File: config.mk
export PLATFORM = sky130hd
export DESIGN_NAME = ace_ccu_read_arb
export DESIGN_NICKNAME = d
export VERILOG_FILES = /design/src/rtl/ace_ccu_read_arb.sv
export SDC_FILE = /design/constraint.sdc
export NUM_CORES = 1
export LEC_CHECK = 0
export ABC_AREA = 0
export BUFFER_PORTS_ARGS = -buffer_cell sky130_fd_sc_hd__buf_2
export CORE_AREA = 2 2 250 252
export DETAILED_ROUTE_END_ITERATION = 7
export DIE_AREA = 0 0 252 254
export MAX_ROUTING_LAYER = met4
export PLACE_DENSITY_LB_ADDON = 0.15
export SYNTH_ARGS = -nofsm -noshare
export SYNTH_HDL_FRONTEND = slang
export SYNTH_SLANG_ARGS = --single-unit
export TNS_END_PERCENT = 100
File: constraint.sdc
create_clock -name clk_i -period 10.75 [get_ports clk_i]
set_clock_uncertainty 0.2 [all_clocks]
set_input_delay 2.15 -clock clk_i [delete_from_list [all_inputs] [get_ports clk_i]]
set_output_delay 2.15 -clock clk_i [all_outputs]
set_load 0.01 [all_outputs]
File: src/rtl/ace_ccu_read_arb.sv
// Read-path arbiter in front of the CCU: round-robin merge of the shareable AR streams with the
// source port index prepended to the ID, a per-port outstanding-read limit, and R routing by ID MSBs.
package ace_ccu_read_arb_pkg;
  typedef struct packed {
    logic [3:0]  id;
    logic [31:0] addr;
    logic [7:0]  len;
    logic [2:0]  size;
    logic [1:0]  burst;
  } slv_ar_chan_t;

  typedef struct packed {
    logic [5:0]  id;
    logic [31:0] addr;
    logic [7:0]  len;
    logic [2:0]  size;
    logic [1:0]  burst;
  } mst_ar_chan_t;

  typedef struct packed {
    logic [3:0]  id;
    logic [63:0] data;
    logic [3:0]  resp;
    logic        last;
  } slv_r_chan_t;

  typedef struct packed {
    logic [5:0]  id;
    logic [63:0] data;
    logic [3:0]  resp;
    logic        last;
  } mst_r_chan_t;
endpackage

module ace_ccu_read_arb #(
  parameter int unsigned NoSlvPorts = 4,
  parameter int unsigned AxiIdWidth = 4,
  parameter int unsigned MaxTrans   = 8,
  parameter type slv_ar_chan_t = ace_ccu_read_arb_pkg::slv_ar_chan_t,
  parameter type mst_ar_chan_t = ace_ccu_read_arb_pkg::mst_ar_chan_t,
  parameter type slv_r_chan_t  = ace_ccu_read_arb_pkg::slv_r_chan_t,
  parameter type mst_r_chan_t  = ace_ccu_read_arb_pkg::mst_r_chan_t
) (
  input  logic                  clk_i,
  input  logic                  rst_i,
  input  slv_ar_chan_t          slv_ar_i [NoSlvPorts],
  input  logic [NoSlvPorts-1:0] slv_ar_valid_i,
  output logic [NoSlvPorts-1:0] slv_ar_ready_o,
  output slv_r_chan_t           slv_r_o [NoSlvPorts],
  output logic [NoSlvPorts-1:0] slv_r_valid_o,
  input  logic [NoSlvPorts-1:0] slv_r_ready_i,
  output mst_ar_chan_t          mst_ar_o,
  output logic                  mst_ar_valid_o,
  input  logic                  mst_ar_ready_i,
  input  mst_r_chan_t           mst_r_i,
  input  logic                  mst_r_valid_i,
  output logic                  mst_r_ready_o,
  output logic                  route_err_o
);
  localparam int unsigned IdxW  = (NoSlvPorts == 1) ? 1 : $clog2(NoSlvPorts);
  localparam int unsigned CntW  = $clog2(MaxTrans + 1);
  localparam int unsigned SlvRW = $bits(slv_r_chan_t);

  logic [IdxW-1:0]       rr_q;
  logic [CntW-1:0]       cnt_q [NoSlvPorts];
  logic [NoSlvPorts-1:0] eligible;
  logic [NoSlvPorts-1:0] r_dec;
  logic                  gnt_vld;
  logic [IdxW-1:0]       gnt_idx;
  logic                  ar_load;
  logic                  ar_take;
  logic                  ar_vld_q;
  mst_ar_chan_t          ar_q;
  mst_ar_chan_t          ar_d;
  logic [IdxW-1:0]       r_idx;
  logic                  r_bad;

  always_comb begin
    eligible = '0;
    for (int i = 0; i < NoSlvPorts; i++) begin
      eligible[i] = slv_ar_valid_i[i] && (cnt_q[i] < CntW'(MaxTrans));
    end
  end

  // Two passes: ports at or above the pointer first, then wrap around to the lowest index.
  always_comb begin
    gnt_vld = 1'b0;
    gnt_idx = '0;
    for (int i = 0; i < NoSlvPorts; i++) begin
      if (!gnt_vld && eligible[i] && (IdxW'(i) >= rr_q)) begin
        gnt_vld = 1'b1;
        gnt_idx = IdxW'(i);
      end
    end
    for (int i = 0; i < NoSlvPorts; i++) begin
      if (!gnt_vld && eligible[i]) begin
        gnt_vld = 1'b1;
        gnt_idx = IdxW'(i);
      end
    end
  end

  assign ar_load = !ar_vld_q || mst_ar_ready_i;
  assign ar_take = ar_load && gnt_vld && !rst_i;

  always_comb begin
    slv_ar_ready_o = '0;
    for (int i = 0; i < NoSlvPorts; i++) begin
      slv_ar_ready_o[i] = ar_take && (gnt_idx == IdxW'(i));
    end
  end

  // The ID is the leading field of both channel types, so prepending the index extends the ID.
  assign ar_d           = mst_ar_chan_t'({gnt_idx, slv_ar_i[gnt_idx]});
  assign mst_ar_o       = ar_q;
  assign mst_ar_valid_o = ar_vld_q;

  assign r_idx = mst_r_i.id[AxiIdWidth+IdxW-1:AxiIdWidth];
  assign r_bad = (32'(r_idx) >= NoSlvPorts);

  always_comb begin
    slv_r_valid_o = '0;
    mst_r_ready_o = 1'b1;
    r_dec         = '0;
    for (int i = 0; i < NoSlvPorts; i++) begin
      slv_r_o[i] = slv_r_chan_t'(mst_r_i[SlvRW-1:0]);
      if (r_idx == IdxW'(i)) begin
        slv_r_valid_o[i] = mst_r_valid_i;
        mst_r_ready_o    = slv_r_ready_i[i];
        r_dec[i]         = mst_r_valid_i && slv_r_ready_i[i] && mst_r_i.last;
      end
    end
  end

  always_ff @(posedge clk_i) begin
    if (rst_i) begin
      ar_vld_q    <= 1'b0;
      ar_q        <= '0;
      rr_q        <= '0;
      route_err_o <= 1'b0;
      for (int i = 0; i < NoSlvPorts; i++) begin
        cnt_q[i] <= '0;
      end
    end else begin
      if (ar_take) begin
        ar_vld_q <= 1'b1;
        ar_q     <= ar_d;
        rr_q     <= (gnt_idx == IdxW'(NoSlvPorts - 1)) ? '0 : gnt_idx + 1'b1;
      end else if (mst_ar_ready_i) begin
        ar_vld_q <= 1'b0;
      end
      route_err_o <= mst_r_valid_i && r_bad;
      for (int i = 0; i < NoSlvPorts; i++) begin
        if (slv_ar_ready_o[i] && !r_dec[i]) begin
          cnt_q[i] <= cnt_q[i] + 1'b1;
        end else if (r_dec[i] && !slv_ar_ready_o[i]) begin
          assert (cnt_q[i] != '0);
          if (cnt_q[i] != '0) cnt_q[i] <= cnt_q[i] - 1'b1;
        end
      end
    end
  end
endmodule

# Yosys cells after proc, flatten, opt, wreduce, memory -nomap -nowiden
# Memory sizes are Yosys's and may differ from the RTL's.
# Index checks and enable logic that the tools add are counted.
totals:
  mem_bits_rw: 16
  reg_bits: 54
  latch_bits: 0
  n_memories: 1
  output_inout_bits: 354
  word_cells: 178
  romBits: 0
  in_bits: 283
op_classes:
  div: 0
  n_eq_ne: 6
  n_reduce_logical: 62
  magnitude_cmp: 9
  bitwise_logic: 9
  add_sub_neg: 9
  multipliers: 0
  n_mux: 75
  shift: 0
mem_list:
  columns: ["memory", "words", "width", "read_ports", "rd_clocked_by_memory_dff", "wr", "line_no", "source"]
  rows:
  - ["cnt_q", 4, 4, 4, 0, 4, "65", "logic [CntW-1:0] cnt_q [NoSlvPorts];"]
op_table:
  columns: ["op", "n"]
  rows:
  - ["49-bit binary-select mux with 2-bit select", 1]
  - ["49-bit 2-to-1 mux", 2]
  - ["1-bit 2-to-1 mux", 57]
  - ["1-bit logical AND", 37]
  - ["4-bit 2-to-1 mux", 8]
  - ["1-bit logical NOT", 17]
  - ["4-bit by 1-bit adder with 4-bit output (second input constant)", 4]
  - ["4-bit < comparator (second input constant)", 4]
  - ["4-bit nonzero test", 4]
  - ["4-bit by 1-bit subtractor with 4-bit output (second input constant)", 4]
  - ["2-bit 2-to-1 mux", 7]
  - ["2-bit == test (second input constant)", 4]
  - ["1-bit bitwise OR", 8]
  - ["2-bit by 1-bit == test with 1-bit output (second input constant)", 2]
  - ["1-bit by 2-bit >= comparator with 1-bit output (first input constant)", 2]
  - ["2-bit >= comparator (first input constant)", 2]
  - ["2-bit logical NOT", 2]
  - ["3-bit >= comparator (second input constant)", 1]
  - ["2-bit inverter with 3-bit output", 1]
  - ["2-bit by 1-bit adder with 2-bit output (second input constant)", 1]
  - ["2-bit nonzero test", 1]
  - ["1-bit logical OR", 1]

# Logic depth before layout (Yosys ltp)
# Gate-level depths: netlist of the first run.
# An unclocked memory read counts as a cell.
depth:
  depth_word: 39
  mapped_depth: 15
  depth_no_buf: 15

# Least setup slack after synthesis of the first run
# Ideal clock, no wire load.
synth_path:
  path_kind: "input to output"
  startpoint: "input slv_ar_valid_i[3]"
  endpoint: "output slv_ar_ready_o[0]"
  t_arrival_ps: 3396
  n_path_buf: 2
  cell_stages: 8
  setup_slack_ps: 5004
  required_time_ps: 8400
  path_cell_list: "nor2b_1 o221a_1 o21ai_1 buf_4 buf_4 ha_1 inv_1 nor2_1"
synth_via:
  elab_chain_len: 19
  word_cells_on_any_way: 25
  cone_classes: "10 x mux; 15 x reduce/logical"
synth_rtl:
  columns: ["item", "line_no", "source"]
  rows:
  - ["start, declared", "47", "input logic [NoSlvPorts-1:0] slv_ar_valid_i,"]
  - ["1-bit logical AND (*)", "81", "eligible[i] = slv_ar_valid_i[i] && (cnt_q[i] < CntW'(MaxTrans));"]
  - ["1-bit logical AND (2 in series)", "90", "if (!gnt_vld && eligible[i] && (IdxW'(i) >= rr_q)) begin"]
  - ["1-bit 2-to-1 mux", "90", null]
  - ["1-bit logical NOT", "96", "if (!gnt_vld && eligible[i]) begin"]
  - ["1-bit logical AND", "96", null]
  - ["1-bit 2-to-1 mux", "96", null]
  - ["1-bit logical NOT", "96", null]
  - ["1-bit logical AND", "96", null]
  - ["1-bit 2-to-1 mux", "96", null]
  - ["1-bit logical NOT", "96", null]
  - ["1-bit logical AND", "96", null]
  - ["1-bit 2-to-1 mux", "96", null]
  - ["1-bit logical NOT", "96", null]
  - ["1-bit logical AND", "96", null]
  - ["1-bit 2-to-1 mux", "96", null]
  - ["1-bit logical AND (2 in series)", "104", "assign ar_take = ar_load && gnt_vld && !rst_i;"]
  - ["1-bit logical AND (*)", "109", "slv_ar_ready_o[i] = ar_take && (gnt_idx == IdxW'(i));"]
  - ["end, declared", "48", "output logic [NoSlvPorts-1:0] slv_ar_ready_o,"]
# Mark *: on every way between the ends. The rest lies on a longest branch, timed or not.

==> run metrics, run 1 <==
CTS max path bufs 2; Remaining Overflow, GRT 0; Clock Latency Late Sink 0.38 ns; Tmin final 6.43 ns; WHS Path Cells 2; syn_area_per_cell 9.03 um2; number of setup buffers added after CTS 0; largest net degree at the start of global routing 102; Yosys cell types 57; depth of the most critical reg-to-reg path 13; TritonCTS clock tree yes; CP arrival 4.08 ns; die area 0.0640 mm2; worst slew pin tran 1.06 ns; Slowest cell on crit path buf_12; Via Count 4821; Worst Hold Margin 0.257 ns; Critical Path Start Type input port; IO Count 637; worst hold path class reg2reg; Post-synth EDFFs 16; Initial Util 11.1%; RSZ-0062 raised after global routing false; 1st-iter DRT viols 155; CP endpoint kind primary output; post_cts resized 0; cts hold-fix bufs 0; DR pass1 iterations 6; max-slew violations 0; Seq cells post-synth 70; Crit Path Max Fanout 101; commonest cells in the netlist buf_4, mux2i_1, dfxtp_1, a21oi_1, nand2_1; Hold Path End mst_ar_o[11]; met3 WL 2450 um; Yosys top cell area share 33.4%; worst vdd ir 0.0751 mV; vias in the first global route 5220; Pwr Density 155 mW/mm2; max capacitance violation total 0; synth top area cells buf_4, dfxtp_1, mux2i_1; share of cells above drive strength 1 46.0%; Synth area leader buf_4; crit-path cells buf_2 -> nor3b_1 -> a211oi_1 -> o21ai_4 -> buf_12 -> inv_2 -> ha_1 -> nand3_1 -> nor2_1 -> buf_2; die height 254 um; Clock transition at path regs 0.06 ns; slew margin rel. 29.2%; ys async rst share 0%; Buf/Inv on CP 4; Cells after Synth 750; most frequent cell after synthesis buf_4; r2r startpoint cnt_q[0][3]; Core Box Area 0.0613 mm2; DR WL met2 11200 um; area delta synth->final 6.25%; min-delay src mst_ar_o[11]; CTS HTree Levels 3; Crit path max-delay family buffers and inverters; number of hold violations in the final report 0; n_diodes 0; Layout Nets 1017; max incr delay on CP 0.38 ns; DR vias/cell 3.18; most numerous cell on the critical path buf_2; status finished clean; Synth Flop Type dfxtp_1; Post-Syn Area 0.00677 mm2; cell row count 91; initial antenna violation count 5; WL/cell 15.6 um; CP startpoint slv_ar_valid_i[0]; DP HPWL 18300 um; GPL Wtd Cong 0.681; setup_tns 0 ns; Clock Sinks 70; DRC errors left 0; post-synthesis sequential area ratio 23.1%; static leakage power 0.00345 uW; WS Path Type in2out; YS warnings 0; Clock Tree Root clkbuf_16; GRT Resource Usage Total 7.54%; share of the clock period used by the worst path 59.8%; syn nets 1048; # port buffers 275; remaining antenna violation count 0; WL met1 9020 um; die width 252 um; CTS buffer count 9; r2r endpoint cnt_q[0][3]; top routing layer used met4; final setup fails 0; Max Clock Freq 155 MHz; setup slack on the worst flop-to-flop path 6.74 ns; Routed WL 23700 um; first-pass GRT wire length 33800 um; Worst EP required 8.40 ns; Power Total 1110 uW
worst register-to-register path, cell delays in order, from the launching register on:
cell,delay (ns)
edfxtp_1,0.48
nor3b_1,0.37
a211oi_1,0.14
o21ai_4,0.17
buf_12,0.38
ha_1,0.36
inv_1,0.06
o31ai_1,0.54
inv_1,0.14
ha_1,0.30
a21o_1,0.18
a21oi_1,0.17
xnor2_1,0.16
mux2i_1,0.09
area by class of cell:
type,count,area [um2]
well taps,790,988
fillers,7073,54100
multi-input cells,338,2790
repair buffers,281,1430
clock inverters,5,86.3
clock buffers,11,264
inverters,19,71.3
flip-flops and latches,70,1560
layer usage:
metal,vias to the layer above,global-route usage [%]
met3,115,3.52
met1,2166,7.61
met5,-,-
met4,0,4.31
met2,275,12.0
li1,2265,-
cell usage in the layout (no fill, tap or decap), types with 2 or more instances in the layout:
| cell | instances |
|---|---|
| bufinv_16 | 2 |
| nand2_1 | 39 |
| a21oi_2 | 2 |
| buf_2 | 275 |
| a21oi_1 | 39 |
| dfxtp_1 | 54 |
| a221oi_1 | 9 |
| clkinv_4 | 2 |
| o22ai_1 | 3 |
| nor2b_1 | 5 |
| and2_1 | 4 |
| o2111ai_1 | 2 |
| o21a_1 | 2 |
| nand3_1 | 8 |
| nor2_1 | 16 |
| and3b_1 | 2 |
| inv_2 | 3 |
| nor3b_1 | 3 |
| inv_1 | 16 |
| edfxtp_1 | 16 |
| buf_4 | 5 |
| ha_1 | 12 |
| o221ai_1 | 22 |
| a21o_1 | 3 |
| nand2b_1 | 4 |
| o21ai_1 | 4 |
| xnor2_1 | 2 |
| xor2_1 | 4 |
| mux2i_1 | 100 |
| fa_1 | 3 |
| a221oi_2 | 19 |
| nor4_1 | 4 |
| clkbuf_16 | 10 |
report_power, final:
group,leakage [uW],internal [uW],switching (uW)
clock network,0.000171,226,157
registers,0.000618,320,29.6
logic,0.00266,168,213
through the flow:
stage          util (%)  area, um2  cells  worst slack [ns]
2_1_floorplan         -       6770    750              5.00
3_3_place_gp       11.2       6840   1498              4.24
3_5_place_dp       11.2       6840   1498              4.18
4_1_cts            11.7       7190   1514              4.18
5_1_grt            11.7       7190   1514              4.12
6_report           11.7       7190   1514              4.32
how the worst max path moves through the flow:
| stage | cells past startpoint | to |
|---|---|---|
| after floorplan | 8 | slv_ar_ready_o[0] |
| after global placement | 10 | slv_ar_ready_o[3] |
| after detailed placement | 10 | slv_ar_ready_o[3] |
| after CTS | 10 | slv_ar_ready_o[3] |
| after global routing | 10 | slv_ar_ready_o[3] |
| final | 10 | slv_ar_ready_o[3] |
state kept, by name, indices dropped and copies added (netlist names):
register        count
rr_q                2
mst_ar_o           51
cnt_q              16
mst_ar_valid_o      1
logic make-up (layout without fill, tap and decap cells):
family | after synthesis | count (layout) | synth area share, %
AOI/OAI and AO/OA | 116 | 116 | 13.9
xor gates and xnor gates | 6 | 6 | 0.776
DFF | 70 | 70 | 23.1
adders and majority gates | 15 | 15 | 3.11
other | 1 | 1 | 0.0554
muxes | 101 | 101 | 15.1
and+or+nand+nor | 99 | 99 | 7.69
buffers and inverters | 342 | 316 | 36.3
Power figures use the tool's default switching activity.
==> run 2: changes to the inputs <==
- CORE_AREA: 2 2 250 252 -> 2 2 245 247
- DIE_AREA: 0 0 252 254 -> 0 0 247 249
- clock period: 10.75 -> 6.7 ns (I/O delays scaled with it)
==> run 2 against run 1 <==
Die area shrank 3.9%. Global-route usage grew 0.071 points. Utilization grew 0.36 points. Critical path depth shrank 3. Final cell count shrank 0.92%. Non-clock buffer count grew 2. Register-to-register slack lost 4.0 ns. Combinational power grew 59%. Via count shrank 1.8%. Critical path type unchanged. Largest power group is now combinational logic.
==> run metrics, run 2 (synthesized netlist as in run 1, its figures left out) <==
status finished clean; Clock transition at path regs 0.06 ns (about the same); DP HPWL 18000 um (-1.7%); # port buffers 275 (unchanged); remaining antenna violation count 0 (unchanged); Storage cell area 0.00156 mm2 (unchanged); CTS max path bufs 2 (unchanged); area occupied by multi-input gates 0.00278 mm2 (-0.18%); die area 0.0615 mm2 (-3.9%); initial antenna violation count 2 (-3); top routing layer used met4; CTS HTree Levels 3 (unchanged); WL/cell 15.3 um (-2.4%); Largest register FFs 51 (unchanged); Initial Util 11.5% (+0.48 points); slew margin rel. 34.9% (+5.7 points); TritonCTS clock tree yes; Remaining Overflow, GRT 0 (unchanged); die width 247 um (-2.0%); FILL cells 6717 (-5.0%); cts hold-fix bufs 0 (unchanged); placed cell count 1483 (-1.0%); Worst EP required 5.16 ns (-3.24 ns); CP endpoint kind primary output; max-slew violations 0 (unchanged); WL met1 8920 um (-1.1%); GPL Wtd Cong 0.695 (+2.0%); worst vdd ir 0.0863 mV (+15%); largest net degree at the start of global routing 59 (-42%); cell row count 89 (-2.2%); Layout Nets 1019 (+0.20%); post_cts resized 0 (unchanged); die height 249 um (-2.0%); setup_tns 0 ns (unchanged); CP arrival 3.31 ns (-0.77 ns); Tmin final 4.85 ns; static leakage power 0.00341 uW (-0.98%); max capacitance violation total 0 (unchanged); share of cells above drive strength 1 45.7% (-0.26 points); number of hold violations in the final report 0 (unchanged); final non-filler cell total 1500 (-0.92%); number of setup buffers added after CTS 0 (unchanged); Clock Latency Late Sink 0.37 ns (about the same); met3 WL 2240 um (-8.5%); Via Count 4735 (-1.8%); Crit Path Max Fanout 37 (-63%); vias in the first global route 5103 (-2.2%); Routed WL 22900 um (-3.3%); worst slew pin tran 0.977 ns (-0.0851 ns); RSZ-0062 raised after global routing false; DR pass1 iterations 4 (-2); worst hold path class reg2reg; Clock Sinks 70 (unchanged); Core Box Area 0.0587 mm2 (-4.2%); DR vias/cell 3.16 (-0.87%); Pwr Density 234 mW/mm2 (+51%); share of the clock period used by the worst path 72.4%; 1st-iter DRT viols 132 (-15%); IO Count 637 (unchanged); DRC errors left 0 (unchanged); Max Clock Freq 206 MHz; Clock Tree Root clkbuf_16; DR WL met2 10500 um (-5.9%); commonest non-fill, non-tap cell in the layout buf_2; GRT Resource Usage Total 7.61% (+0.071 points); area delta synth->final 4.88%; most frequent cells in the layout buf_2, mux2i_1, dfxtp_1; CTS buffer count 9 (unchanged); final setup fails 0 (unchanged); Critical Path Start Type input port; first-pass GRT wire length 33000 um (-2.4%); WS Path Type in2out
## run 2: cell count changes in the layout (fill, tap and decap cells not counted), sizes merged
| cell | delta |
|---|---|
| clkbuf | +2 |
| diode | +1 |
| clkinvlp | +1 |
| inv | -1 |
| bufinv | -2 |
| buf | +2 |
## run 2: layer usage
layer / track usage (%) / vias up
li1: - / 2271
met1: 7.97 / 2125
met2: 11.5 / 240
met3: 3.49 / 99
met4: 4.78 / 0
met5: - / -
## run 2: final timing paths
| path | from | end | slack [ns] | depth (start not counted) |
|---|---|---|---|---|
| setup / recovery | rst_i | slv_ar_ready_o[1] | 1.85 | 7 |
| hold / removal | mst_ar_o[21] | mst_ar_o[21] | 0.25 | 2 |
| setup reg to reg | cnt_q[0][3] | cnt_q[0][3] | 2.73 | 12 |
| hold reg to reg | mst_ar_o[21] | mst_ar_o[21] | 0.25 | 2 |
## run 2: final cells by class
cell class | instances | share of cell area, %
Multi-Input combinational cell | 338 | 39.2
Tap cell | 773 | 13.6
Sequential cell | 70 | 22.0
Antenna cell | 1 | 0.0352
Clock inverter | 3 | 0.247
Timing Repair Buffer | 283 | 20.2
Inverter | 19 | 1.00
Clock buffer | 13 | 3.68
## run 2: stage by stage
| stage | hold slack [ns] | utilization [%] | total power (uW) | cell area, um2 | setup WS, ns |
|---|---|---|---|---|---|
| 2_1_floorplan | 0.258 | - | 1130 | 6770 | 2.48 |
| 5_1_grt | 0.275 | 12.1 | 1780 | 7100 | 1.67 |
| 6_report | 0.254 | 12.1 | 1660 | 7100 | 1.85 |
| 3_3_place_gp | 0.243 | 11.6 | 1200 | 6820 | 1.77 |
| 3_5_place_dp | 0.243 | 11.6 | 1200 | 6820 | 1.77 |
| 4_1_cts | 0.259 | 12.1 | 1720 | 7100 | 1.83 |
## run 2: power breakdown
group	internal (uW)	total, uW	leakage [uW]	switching, uW
combinational	266	606	0.00266	340
sequential	513	560	0.000618	47.1
clock	273	494	0.000135	221
total	1050	1660	0.00341	608
## run 2: worst max-delay path, stage by stage
cell and delay (ns):
buf_2 0.19, inv_2 0.06, buf_4 0.42, and2_1 0.47, nand2_1 0.32, nor2_1 0.31
buf_2 0.19
